--- src/rtl/sram_access_ctrl.sv ---
// sram_access_ctrl
//   Runs one timed asynchronous-SRAM bus cycle per accepted request.
//   Each cycle has a setup phase, an access (strobe) phase and a hold phase,
//   followed by a single DONE cycle that pulses ready. All outputs are
//   registered: the next-state logic also computes the next output values,
//   and those values are clocked into output flops.
//
//   Optional feature: define SRAM_WAIT_EN to add sram_wait_n. With it, the
//   memory can stretch the access phase after WAIT_CYC cycles.
//
// Ports
//   clk, rst         rising-edge clock, synchronous active-high reset
//   addr, wr, cs, rw request: address, write data, valid (level), 1=read
//   rd, ready, busy  read data (held), completion pulse, in-flight flag
//   sram_*           SRAM bus: address, write data and its drive enable,
//                    read data, ce_n/oe_n/we_n strobes, wait_n (optional)
module sram_access_ctrl #(
    parameter int ADDR_W    = 22,
    parameter int DATA_W    = 32,
    parameter int SETUP_CYC = 1,
    parameter int WAIT_CYC  = 2,
    parameter int HOLD_CYC  = 1
) (
    input  logic              clk,
    input  logic              rst,
    input  logic [ADDR_W-1:0] addr,
    input  logic [DATA_W-1:0] wr,
    input  logic              cs,
    input  logic              rw,
    output logic [DATA_W-1:0] rd,
    output logic              ready,
    output logic              busy,
    output logic [ADDR_W-1:0] sram_addr,
    output logic [DATA_W-1:0] sram_dq_o,
    output logic              sram_dq_oe,
    input  logic [DATA_W-1:0] sram_dq_i,
`ifdef SRAM_WAIT_EN
    input  logic              sram_wait_n,
`endif
    output logic              sram_ce_n,
    output logic              sram_oe_n,
    output logic              sram_we_n
);

    localparam int MAXC  = (SETUP_CYC > WAIT_CYC) ?
                           ((SETUP_CYC > HOLD_CYC) ? SETUP_CYC : HOLD_CYC) :
                           ((WAIT_CYC  > HOLD_CYC) ? WAIT_CYC  : HOLD_CYC);
    // Counter only ever holds N-1, so log2(MAXC) bits are enough.
    localparam int CNT_W = (MAXC > 1) ? $clog2(MAXC) : 1;

    typedef enum logic [2:0] {IDLE, SETUP, ACCESS, HOLD, DONE} state_t;

    state_t            state, nstate;
    logic [CNT_W-1:0]  cnt, ncnt;
    logic              rw_lat;
    logic              rw_eff;
    logic              wait_ok;
    logic              n_ce_n, n_oe_n, n_we_n, n_dq_oe, n_ready, n_busy;

`ifdef SRAM_WAIT_EN
    assign wait_ok = sram_wait_n;
`else
    assign wait_ok = 1'b1;
`endif

    // On the accept cycle the latched direction is not yet valid.
    assign rw_eff = (state == IDLE) ? rw : rw_lat;

    always_ff @(posedge clk) begin
        if (rst) begin
            state <= IDLE;
            cnt   <= '0;
        end else begin
            state <= nstate;
            cnt   <= ncnt;
        end
    end

    always_comb begin
        nstate  = state;
        ncnt    = cnt;
        n_ce_n  = 1'b1;
        n_oe_n  = 1'b1;
        n_we_n  = 1'b1;
        n_dq_oe = 1'b0;
        n_ready = 1'b0;
        n_busy  = 1'b1;

        case (state)
            IDLE: begin
                if (cs) begin
                    nstate = SETUP;
                    ncnt   = CNT_W'(SETUP_CYC - 1);
                end
            end
            SETUP: begin
                if (cnt == '0) begin
                    nstate = ACCESS;
                    ncnt   = CNT_W'(WAIT_CYC - 1);
                end else begin
                    ncnt = cnt - CNT_W'(1);
                end
            end
            ACCESS: begin
                // At count 0 a low wait_n holds the strobe in place.
                if (cnt == '0) begin
                    if (wait_ok) begin
                        nstate = HOLD;
                        ncnt   = CNT_W'(HOLD_CYC - 1);
                    end
                end else begin
                    ncnt = cnt - CNT_W'(1);
                end
            end
            HOLD: begin
                if (cnt == '0) nstate = DONE;
                else           ncnt   = cnt - CNT_W'(1);
            end
            DONE:    nstate = IDLE;
            default: nstate = IDLE;
        endcase

        // Output values for the cycle we are about to enter.
        case (nstate)
            IDLE:  n_busy = 1'b0;
            SETUP: begin
                n_ce_n  = 1'b0;
                n_dq_oe = ~rw_eff;
            end
            ACCESS: begin
                n_ce_n  = 1'b0;
                n_oe_n  = ~rw_eff;
                n_we_n  = rw_eff;
                n_dq_oe = ~rw_eff;
            end
            HOLD: begin
                n_ce_n  = 1'b0;
                n_dq_oe = ~rw_eff;
            end
            DONE:    n_ready = 1'b1;
            default: n_busy  = 1'b0;
        endcase
    end

    always_ff @(posedge clk) begin
        if (rst) begin
            rd         <= '0;
            ready      <= 1'b0;
            busy       <= 1'b0;
            sram_addr  <= '0;
            sram_dq_o  <= '0;
            sram_dq_oe <= 1'b0;
            sram_ce_n  <= 1'b1;
            sram_oe_n  <= 1'b1;
            sram_we_n  <= 1'b1;
            rw_lat     <= 1'b1;
        end else begin
            ready      <= n_ready;
            busy       <= n_busy;
            sram_dq_oe <= n_dq_oe;
            sram_ce_n  <= n_ce_n;
            sram_oe_n  <= n_oe_n;
            sram_we_n  <= n_we_n;
            if (state == IDLE && cs) begin
                sram_addr <= addr;
                rw_lat    <= rw;
                if (!rw) sram_dq_o <= wr;
            end
            // Capture on the edge that leaves ACCESS.
            if (state == ACCESS && nstate == HOLD && rw_lat)
                rd <= sram_dq_i;
        end
    end

endmodule

--- config.mk ---
export PLATFORM = sky130hd
export DESIGN_NAME = sram_access_ctrl
export DESIGN_NICKNAME = d
export VERILOG_FILES = /design/src/rtl/sram_access_ctrl.sv
export SDC_FILE = /design/constraint.sdc
export NUM_CORES = 1
export LEC_CHECK = 0
export BUFFER_PORTS_ARGS = -buffer_cell sky130_fd_sc_hd__buf_4
export CAP_MARGIN = 20
export CORE_MARGIN = 2
export CORE_UTILIZATION = 40
export DETAILED_ROUTE_END_ITERATION = 8
export PLACE_DENSITY = 0.8
export SLEW_MARGIN = 20
export SYNTH_ARGS = -nofsm -noshare
export SYNTH_HDL_FRONTEND = slang
export SYNTH_SLANG_ARGS = --single-unit
--- constraint.sdc ---
create_clock -name clk -period 3.6 [get_ports clk]
set_input_delay 0.54 -clock clk [delete_from_list [all_inputs] [get_ports clk]]
set_output_delay 0.54 -clock clk [all_outputs]
set_load 0.02 [all_outputs]
==> results_dict.tcl <==
set metrics [dict create \
    path_clk_slew_ns 0.09 \
    crit_path_start "state[0]" \
    synth_common_cells "dfxtp_1 (97), nand2b_1 (65), a21oi_1 (58)" \
    start_kind "flop" \
    hold_class "input port to flop" \
    drt_first_pass_iters 4 \
    cp_data_required_time_ns 3.87 \
    drive_gt1_share_pct 34.7 \
    power.density_nw_per_um2 478 \
    dieWidth_um 103 \
    crit_type "flop to flop" \
    wl_um 9330 \
    setup_violations 0 \
    yosysMostFrequentCell "dfxtp_1" \
    grt_pass1_vias 3090 \
    multiInputGateArea_sq_um 1780 \
    timing.rr.end "sram_dq_o[9]" \
    layout.cells.non_filler 721 \
    cp_slowest_cell "buf_4" \
    finalWeightedCongestion 0.806 \
    cp_slowest_stage_delay_ns 0.53 \
    synth.distinct_cells 26 \
    grt_pass1_wl_um 14100 \
    hold_start "addr[6]" \
    fin_tns_setup_ns 0 \
    ios 182 \
    ys_warn_count 0 \
    wl_met3_um 1060 \
    arrival_ns 2.14 \
    synth_top_area_share_pct 49.7 \
    worstMarginPinSlew_ns 0.973 \
    dp.cells 705 \
    cts_resized 0 \
    cts_tree "built" \
    ys_ff_latch 97 \
    wl_met1_um 3890 \
    synthesis.area_sq_um 3910 \
    htree_levels 3 \
    outcome "finished, final reports clean" \
    power_mw 2.61 \
    syn_to_final_growth_pct 39.7 \
    core_area_sq_um 9640 \
    endpoint_kind "flop" \
    rsz0062_at_grt "false" \
    syn-num-nets 517 \
    hold_buffers 0 \
    syn_area_per_cell_sq_um 9.15 \
    top_layer "met4" \
    post_cts_buffers 0 \
    maxCapViolCount 0 \
    r2r_cells 4 \
    fillers 881 \
    fmax_ghz 0.533 \
    fin_skew_ns 0.00671 \
    ys_top_cells_by_area "dfxtp_1 (50%), nand2b_1 (10%), mux2i_1 (8.2%)" \
    synth_flop_cell "dfxtp_1" \
    drc 0 \
    grt_max_degree 122 \
    antenna_cells 0 \
    synthCells 427 \
    slew_headroom_pct 35.1 \
    fin_crit_ns 1.88 \
    num_vias 3461 \
    root_buffer "clkbuf_8" \
    grt_util_all_layers_pct 16.8 \
    p_leak_nw 2.28 \
    cp_cell_sequence "nor4b_2, buf_4, nand3b_1, a21oi_1" \
    async_flop_share_pct 0 \
    start_util_pct 40.5 \
    synth_edf_count 0 \
    yosysTopAreaCell "dfxtp_1" \
    overflow 0 \
    antenna_left 0 \
    clock_latency_ns 0.35 \
    grt_antenna_before_repair 0 \
    hold_end "sram_addr[6]" \
    drv_slew 0 \
    nNetsFinal 673 \
    wl_met2_um 4290 \
    vias_per_cell 4.80 \
    peakVddDrop_mv 0.255 \
    num_rows 36 \
    dieArea_sq_um 10600 \
    wl_per_cell_um 12.9 \
    die_h_um 103 \
    cts_made_buffers 9 \
    cts_max_path_buffers 2 \
    r2r_start "state[0]" \
    seq_area_frac_synth_pct 49.7 \
    drt_iter0_drc 90 \
    cts_num_sinks 97 \
    cp_max_fo 51 \
    reg2reg_slack_ns 1.72 \
    holdPathStages 3 \
    place_hpwl_um 6370 \
    period_share_pct 52.1 \
    hold_viol 0 \
    register_area_sq_um 1940 \
    port_buffers 181 \
]
## worst max-delay path, delay by kind of cell, from the launching register on
kind                   cells  cell delay, ns
flip-flops                 1            0.43
AND/OR/NAND/NOR            2            0.67
AO/OA/AOI/OAI              1            0.15
buffers and inverters      1            0.53
## metrics by stage
step / cell area [sq um] / utilization (%) / hold slack [ns] / setup WS [ns]
5_1_grt: 5460 / 56.6 / 0.411 / 1.56
4_1_cts: 5450 / 56.6 / 0.415 / 1.35
6_report: 5460 / 56.6 / 0.431 / 1.72
3_5_place_dp: 5260 / 54.6 / 0.452 / 1.22
3_3_place_gp: 5260 / 54.6 / 0.446 / 1.28
2_1_floorplan: 3910 / - / 0.488 / 2.05
## power by group
group,leakage [nW],internal (mW),switching [mW]
Sequential,0.791,1.18,0.0700
Clock,0.102,0.326,0.359
Combinational,1.38,0.307,0.369
Total,2.28,1.81,0.798
## registers in the layout, indices dropped and copies added (netlist names), 3 cells and up
signal,cells
sram_addr,22
state,3
rd,32
sram_dq_o,32
## cell type report
cell class	instances	share of cell area, %
clock inverters	2	0.183
clock buffers	14	3.35
repair buffers	183	25.2
well taps	133	3.05
flip-flops and latches	97	35.6
multi-input cells	292	32.7
## cell families after synthesis
| group | count (synthesis) | share of synthesized area (%) |
|---|---|---|
| compound gates | 93 | 12.1 |
| xor+xnor | 1 | 0.224 |
| buf+inv | 38 | 4.90 |
| flops | 97 | 49.7 |
| mux | 33 | 8.49 |
| simple gates | 165 | 24.6 |
## routing by layer
metal | vias to the layer above | global-route usage (%)
met3 | 6 | 6.17
met2 | 133 | 27.3
li1 | 1737 | -
met1 | 1585 | 20.3
met4 | 0 | 6.38
met5 | - | 0
## cell usage in the layout, fill, tap and decap left out, types with 2 or more instances in the layout
master	instances
o21ai_1	26
a21oi_1	58
nand3b_1	34
mux2i_1	32
nor2b_1	2
o21ai_0	7
clkbuf_8	13
nand2_1	47
nor3_1	2
dfxtp_1	97
nor2_1	8
nand2b_1	65
buf_4	183
clkinv_2	2
## worst max path at each step
stage / to / cells past startpoint
finish: sram_dq_o[9] / 4
floorplan: sram_dq_o[25] / 5
detailed placement: sram_dq_o[3] / 4
global route: sram_dq_o[13] / 4
CTS: sram_dq_o[3] / 3
global placement: sram_dq_o[0] / 4
Note: power is estimated with default switching activity, not from simulation.
